### src/rtl/cu_alloc_selector_pkg.sv
// Shared dispatcher definitions for the CU allocation selector: width defaults,
// the selector FSM state encoding, and the CU pointer width.
package cu_alloc_selector_pkg;

  localparam int CU_ID_WIDTH   = 6;
  localparam int NUMBER_CU     = 64;
  localparam int VGPR_ID_WIDTH = 10;
  localparam int SGPR_ID_WIDTH = 9;
  localparam int LDS_ID_WIDTH  = 16;
  localparam int WF_ID_WIDTH   = 4;

  localparam int PTR_WIDTH = (NUMBER_CU > 1) ? $clog2(NUMBER_CU) : 1;

  typedef enum logic [2:0] {
    IDLE    = 3'd0,
    SEARCH  = 3'd1,
    COLLECT = 3'd2,
    PICK    = 3'd3,
    RESP    = 3'd4
  } state_t;

endpackage

### src/rtl/cu_alloc_selector_rr_priority_encoder.sv
// Combinational rotating priority encoder: finds the first set bit of mask at or
// above base, wrapping from N-1 back to 0. index is 0 when nothing is set.
module cu_alloc_selector_rr_priority_encoder #(
  parameter int N = 64,
  parameter int W = 6
) (
  input  logic [N-1:0] mask,
  input  logic [W-1:0] base,
  output logic         found,
  output logic [W-1:0] index
);

  int         j;
  logic [W-1:0] jw;

  always_comb begin
    found = 1'b0;
    index = '0;
    j     = 0;
    jw    = '0;
    for (int i = 0; i < N; i++) begin
      j = int'(base) + i;
      if (j >= N) j = j - N;
      jw = W'(j);
      if (!found && mask[jw]) begin
        found = 1'b1;
        index = jw;
      end
    end
  end

endmodule

### src/rtl/cu_alloc_selector.sv
// Allocator front end: fans one workgroup request out to the four resource CAMs,
// ANDs their CU masks and returns one eligible CU (or no-fit) on a response channel.
// Build option: CU_ALLOC_SELECTOR_RR_EN selects round-robin instead of lowest-index-first.
module cu_alloc_selector
  import cu_alloc_selector_pkg::*;
(
  input  logic                     clk,
  input  logic                     rst_n,
  input  logic                     req_valid,
  output logic                     req_ready,
  input  logic [VGPR_ID_WIDTH:0]   req_vgpr_size,
  input  logic [SGPR_ID_WIDTH:0]   req_sgpr_size,
  input  logic [LDS_ID_WIDTH:0]    req_lds_size,
  input  logic [WF_ID_WIDTH:0]     req_wf_size,
  output logic                     vgpr_search_en,
  output logic                     sgpr_search_en,
  output logic                     lds_search_en,
  output logic                     wf_search_en,
  output logic [VGPR_ID_WIDTH:0]   vgpr_search_size,
  output logic [SGPR_ID_WIDTH:0]   sgpr_search_size,
  output logic [LDS_ID_WIDTH:0]    lds_search_size,
  output logic [WF_ID_WIDTH:0]     wf_search_size,
  input  logic [NUMBER_CU-1:0]     vgpr_search_out,
  input  logic [NUMBER_CU-1:0]     sgpr_search_out,
  input  logic [NUMBER_CU-1:0]     lds_search_out,
  input  logic [NUMBER_CU-1:0]     wf_search_out,
  output logic                     rsp_valid,
  input  logic                     rsp_ready,
  output logic                     rsp_found,
  output logic [CU_ID_WIDTH-1:0]   rsp_cu_id,
  output state_t                   dbg_state
);

  // Handshakes: a transfer happens on a rising clk edge where valid and ready are
  // both high; valid never waits on ready, and payload is held until the transfer.

  state_t               state, state_nxt;
  logic [NUMBER_CU-1:0] mask_q;
  logic [PTR_WIDTH-1:0] rr_ptr;
  logic                 pick_found;
  logic [PTR_WIDTH-1:0] pick_index;
  logic                 search_active;
  logic                 req_accept;
  logic                 rsp_accept;

  assign dbg_state = state;

  always_comb begin
    state_nxt     = state;
    req_ready     = 1'b0;
    rsp_valid     = 1'b0;
    search_active = 1'b0;
    case (state)
      IDLE: begin
        req_ready = 1'b1;
        if (req_valid) state_nxt = SEARCH;
      end
      SEARCH: begin
        search_active = 1'b1;
        state_nxt     = COLLECT;
      end
      COLLECT: state_nxt = PICK;
      PICK:    state_nxt = RESP;
      RESP: begin
        rsp_valid = 1'b1;
        if (rsp_ready) state_nxt = IDLE;
      end
      default: state_nxt = IDLE;
    endcase
  end

  assign req_accept     = req_valid & req_ready;
  assign rsp_accept     = rsp_valid & rsp_ready;
  assign vgpr_search_en = search_active;
  assign sgpr_search_en = search_active;
  assign lds_search_en  = search_active;
  assign wf_search_en   = search_active;

  always_ff @(posedge clk or negedge rst_n) begin
    if (!rst_n) state <= IDLE;
    else        state <= state_nxt;
  end

  // Sizes are captured on accept and double as the CAM search size outputs.
  always_ff @(posedge clk or negedge rst_n) begin
    if (!rst_n) begin
      vgpr_search_size <= '0;
      sgpr_search_size <= '0;
      lds_search_size  <= '0;
      wf_search_size   <= '0;
    end else if (req_accept) begin
      vgpr_search_size <= req_vgpr_size;
      sgpr_search_size <= req_sgpr_size;
      lds_search_size  <= req_lds_size;
      wf_search_size   <= req_wf_size;
    end
  end

  always_ff @(posedge clk or negedge rst_n) begin
    if (!rst_n) begin
      mask_q    <= '0;
      rsp_found <= 1'b0;
      rsp_cu_id <= '0;
    end else begin
      if (state == COLLECT)
        mask_q <= vgpr_search_out & sgpr_search_out & lds_search_out & wf_search_out;
      if (state == PICK) begin
        rsp_found <= pick_found;
        rsp_cu_id <= CU_ID_WIDTH'(pick_index);
      end
    end
  end

`ifdef CU_ALLOC_SELECTOR_RR_EN
  // Pointer only advances past a CU that was actually handed out.
  always_ff @(posedge clk or negedge rst_n) begin
    if (!rst_n)
      rr_ptr <= '0;
    else if (rsp_accept && rsp_found)
      rr_ptr <= (rsp_cu_id == CU_ID_WIDTH'(NUMBER_CU - 1)) ? '0
                                                           : PTR_WIDTH'(rsp_cu_id + 1'b1);
  end
`else
  assign rr_ptr = '0;
`endif

  cu_alloc_selector_rr_priority_encoder #(
    .N (NUMBER_CU),
    .W (PTR_WIDTH)
  ) u_rr_priority_encoder (
    .mask  (mask_q),
    .base  (rr_ptr),
    .found (pick_found),
    .index (pick_index)
  );

endmodule

### config.mk
export PLATFORM = sky130hd
export DESIGN_NAME = cu_alloc_selector
export DESIGN_NICKNAME = d
export VERILOG_FILES = /design/src/rtl/cu_alloc_selector_pkg.sv /design/src/rtl/cu_alloc_selector_rr_priority_encoder.sv /design/src/rtl/cu_alloc_selector.sv
export SDC_FILE = /design/constraint.sdc
export NUM_CORES = 1
export LEC_CHECK = 0
export CAP_MARGIN = 20
export CORE_AREA = 2 2 139 141
export DETAILED_ROUTE_END_ITERATION = 10
export DIE_AREA = 0 0 141 143
export PLACE_DENSITY = 0.72
export SLEW_MARGIN = 5
export SYNTH_ARGS = -nofsm -noshare
export SYNTH_HDL_FRONTEND = slang
export SYNTH_SLANG_ARGS = --single-unit
### constraint.sdc
create_clock -name clk -period 1.9 [get_ports clk]
set_input_delay 0.19 -clock clk [delete_from_list [all_inputs] [get_ports clk]]
set_output_delay 0.19 -clock clk [all_outputs]
set_load 0.005 [all_outputs]
==> flow_summary.ini <==
[power_and_ir_drop]
static-leakage-power_nw = 4.431
pwr-share-comb_pct = 55.7
p_sw_share_pct = 34.95
powerDensity_nw_per_um2 = 1536
clkPwrFrac_pct = 18.6
seq_power_share_pct = 25.8
p_int_mw = 10.75
switchingPower_mw = 5.772
peakVddDrop_uv = 799.8

[setup_path]
critPathLaunchType = flop
path_max_fanout = 6
path_class = reg2reg
cp_top_family = simple AND/OR/NAND/NOR gates
cp_slowest_stage_delay_ns = 0.61
end_kind = flop
cp_num_buf_inv = 1
crit_chain = nor4_2 -> buf_4 -> nand4_1 -> or4_4 -> o311ai_4 -> nor4_1 -> a21oi_1
required_ns = 2.23
cp.arrival_ns = 2.42
cp_slowest_cell = or4_4

[global_routing]
grtUsageMet1_pct = 22.53
overflow = 0
grt_first_pass_wirelength_um = 30580
use_met2_pct = 36.28
grt.busiest_layer = met2
antenna_found_initial = 0
grt_start_max_net_pins = 128
grt_pass1_vias = 6220
grtUsageTotal_pct = 19.67
use_met3_pct = 4.292

[routing]
wire_per_inst_um = 16.13
drc = 0
dr.pass1.iters = 5
drt_iter0_markers = 225
wl_um = 20090
vias = 6003
viasPerCell = 4.822
drtAntennaViolNets = 0

[timing]
worst_pin_slew_ns = 0.4597
relSlewSlack_pct = 69.35
drv_slew = 0
setup_violations = 6
fin_crit_ns = 2.087
fin_ws_ns = -0.1872
fmax_mhz = 479.1
final-hold-violation-count = 0
fin_crit_sh_pct = 109.9
fin_skew_ns = 0.006437
rsz0062_at_grt = yes

[clocking]
h-tree-depth = 4
clock_sinks = 117
cts_root_buffer = clkbuf_16
cts_buffers = 17
cts_tree = done
clk_latency_ns = 0.41
clockBufferDepth = 2
path_clk_slew_ns = 0.05

[die]
core_um2 = 18580
start_util_pct = 29.81
die_area_um2 = 20160
die_h_um = 143
die_w_um = 141
rows = 50
ios = 362

[placement]
dpl.cell_count = 1204
place.gp.congestion = 0.8660
portBuffers = 361
post-dp-hpwl_um = 16280

[final_layout]
area_growth_pct = 94.22
final_nets = 1301
fin_util_pct = 57.90
diodes = 0
drive_above_1_share_pct = 18.79
fin_cells = 1245

[yosys]
yosys_warnings = 0
syn_area_um2 = 5539
syn_inst = 550
synth_edf_count = 0
ys_seq_area_share_pct = 52.86
syn_avg_cell_area_um2 = 10.07
synth_top_cell_by_area = dfrtp_1
synth-seq-cells = 117
ys_types = 46
synth_area_leaders = dfrtp_1, mux2_2, nand4_1, o21ai_0, nand2_1
synthArstFlopShare_pct = 100.0
synth_flop_cell = dfrtp_1
synth_top_area_share_pct = 52.86
synthesis.nets = 853

[hold_path]
hold_class = in2async

[flow_run]
max_cap_viol_count = 0

[status]
outcome = finished, violations left
violations = setup timing
==> path summary, 6_finish.rpt <==
path / from / to / slack [ns] / cells after the start
setup / recovery: mask_q[55]$_DFFE_PN0N_ / rsp_cu_id[1]$_DFFE_PN0P_ / -0.19 / 7
hold / removal: rst_n / sgpr_search_size[2]$_DFFE_PN0P_ / 0.16 / 2
setup reg to reg: mask_q[55]$_DFFE_PN0N_ / rsp_cu_id[1]$_DFFE_PN0P_ / -0.19 / 7
hold reg to reg: vgpr_search_size[10]$_DFFE_PN0P_ / vgpr_search_size[10]$_DFFE_PN0P_ / 0.50 / 1
max in group asynchronous: rst_n / mask_q[45]$_DFFE_PN0N_ / 1.17 / 3
min in group clk: sgpr_search_out[35] / mask_q[35]$_DFFE_PN0N_ / 0.35 / 3
==> logic make-up (layout without fill, tap and decap cells) <==
| kind of cell | Yosys count | count (layout) | share of synthesized area [%] |
|---|---|---|---|
| buffers and inverters | 41 | 502 | 3.004 |
| multiplexers | 43 | 43 | 8.742 |
| AO/OA/AOI/OAI | 123 | 123 | 13.42 |
| flip-flops | 117 | 117 | 52.86 |
| AND/OR/NAND/NOR | 226 | 226 | 21.98 |
==> metal layers <==
metal,wire length [um],share of wire [%],up-vias
met5,0,0,-
met4,386,1.9,0
met3,1233,6.1,28
met2,10540,52,261
met1,7930,39,2744
li1,-,-,2970
==> cell usage after synthesis, drive strengths merged, types with 2 or more instances <==
master	number
inv	17
buf	6
a21o	2
nor4	18
o211ai	2
nor3	10
o31a	3
nand4	68
a221oi	5
a21oi	15
a31oi	3
or4	4
dfrtp	117
nand2	74
nand3	7
o31ai	4
o21ai	73
clkbuf	18
a211oi	3
nor2	31
nand2b	3
mux2	43
o311ai	2
and4	2
o32ai	4
o22a	2
nand3b	2
and2	2
nor3b	2
==> cell type report <==
type | instances | area (um2)
timing repair buffer | 453 | 4362
sequential | 117 | 2930
tap | 234 | 292.8
inverter | 17 | 63.81
clock inverter | 10 | 105.1
fill | 1605 | 7823
multi-input combinational | 392 | 2540
clock buffer | 22 | 464.2
==> per-stage QoR <==
stage | total power, mW | hold slack [ns] | setup WS [ns] | area, um2 | TNS (ns)
after floorplan | 8.352 | -0.1056 | -0.1687 | 5572 | -0.6927
after global placement | 12.91 | 0.03519 | -0.3100 | 10060 | -1.763
after detailed placement | 13.08 | 0.03748 | -0.3498 | 10060 | -1.973
after CTS | 16.56 | 0.1466 | -0.2052 | 10720 | -0.8300
after global routing | 17.75 | 0.1685 | -0.3242 | 10760 | -1.757
final | 16.52 | 0.1584 | -0.1872 | 10760 | -0.7843
==> sequential cells by signal, summed over array words and instances (netlist names) <==
register,cells
rsp_found,1
wf_search_size,5
mask_q,64
sgpr_search_size,10
rsp_cu_id,6
vgpr_search_size,11
dbg_state,3
lds_search_size,17
==> repair_timing <==
action | CTS | global route
resized for setup | 11 | 5
buffers inserted | 7 | 1
hold buffers | 1 | 0
endpoints found under the hold margin | 117 | 0
pin swaps | 4 | 4
endpoints found under the setup margin | 13 | 8
==> power groups by stage <==
| stage | clock network (mW) | registers, mW | logic (mW) |
|---|---|---|---|
| 2_1_floorplan | 0 | 4.38 | 3.98 |
| 3_3_place_gp | 0 | 4.18 | 8.72 |
| 3_5_place_dp | 0 | 4.26 | 8.82 |
| 4_1_cts | 3.14 | 4.24 | 9.18 |
| 5_1_grt | 3.26 | 4.39 | 10.1 |
| 6_report | 3.07 | 4.26 | 9.19 |
==> placed cells by master, fill, tap and decap left out, types with 7 or more instances in the layout <==
cell type,synthesis,layout
clkdlybuf4s50_1,0,356
dfrtp_1,117,115
buf_4,3,87
nand2_1,74,73
o21ai_0,72,72
nand4_1,67,67
mux2_2,43,43
nor2_1,31,31
inv_1,17,17
clkbuf_16,0,17
a21oi_1,15,15
nor3_1,10,9
nor4_2,5,9
nand3_1,7,7
Power figures use the tool's default switching activity.
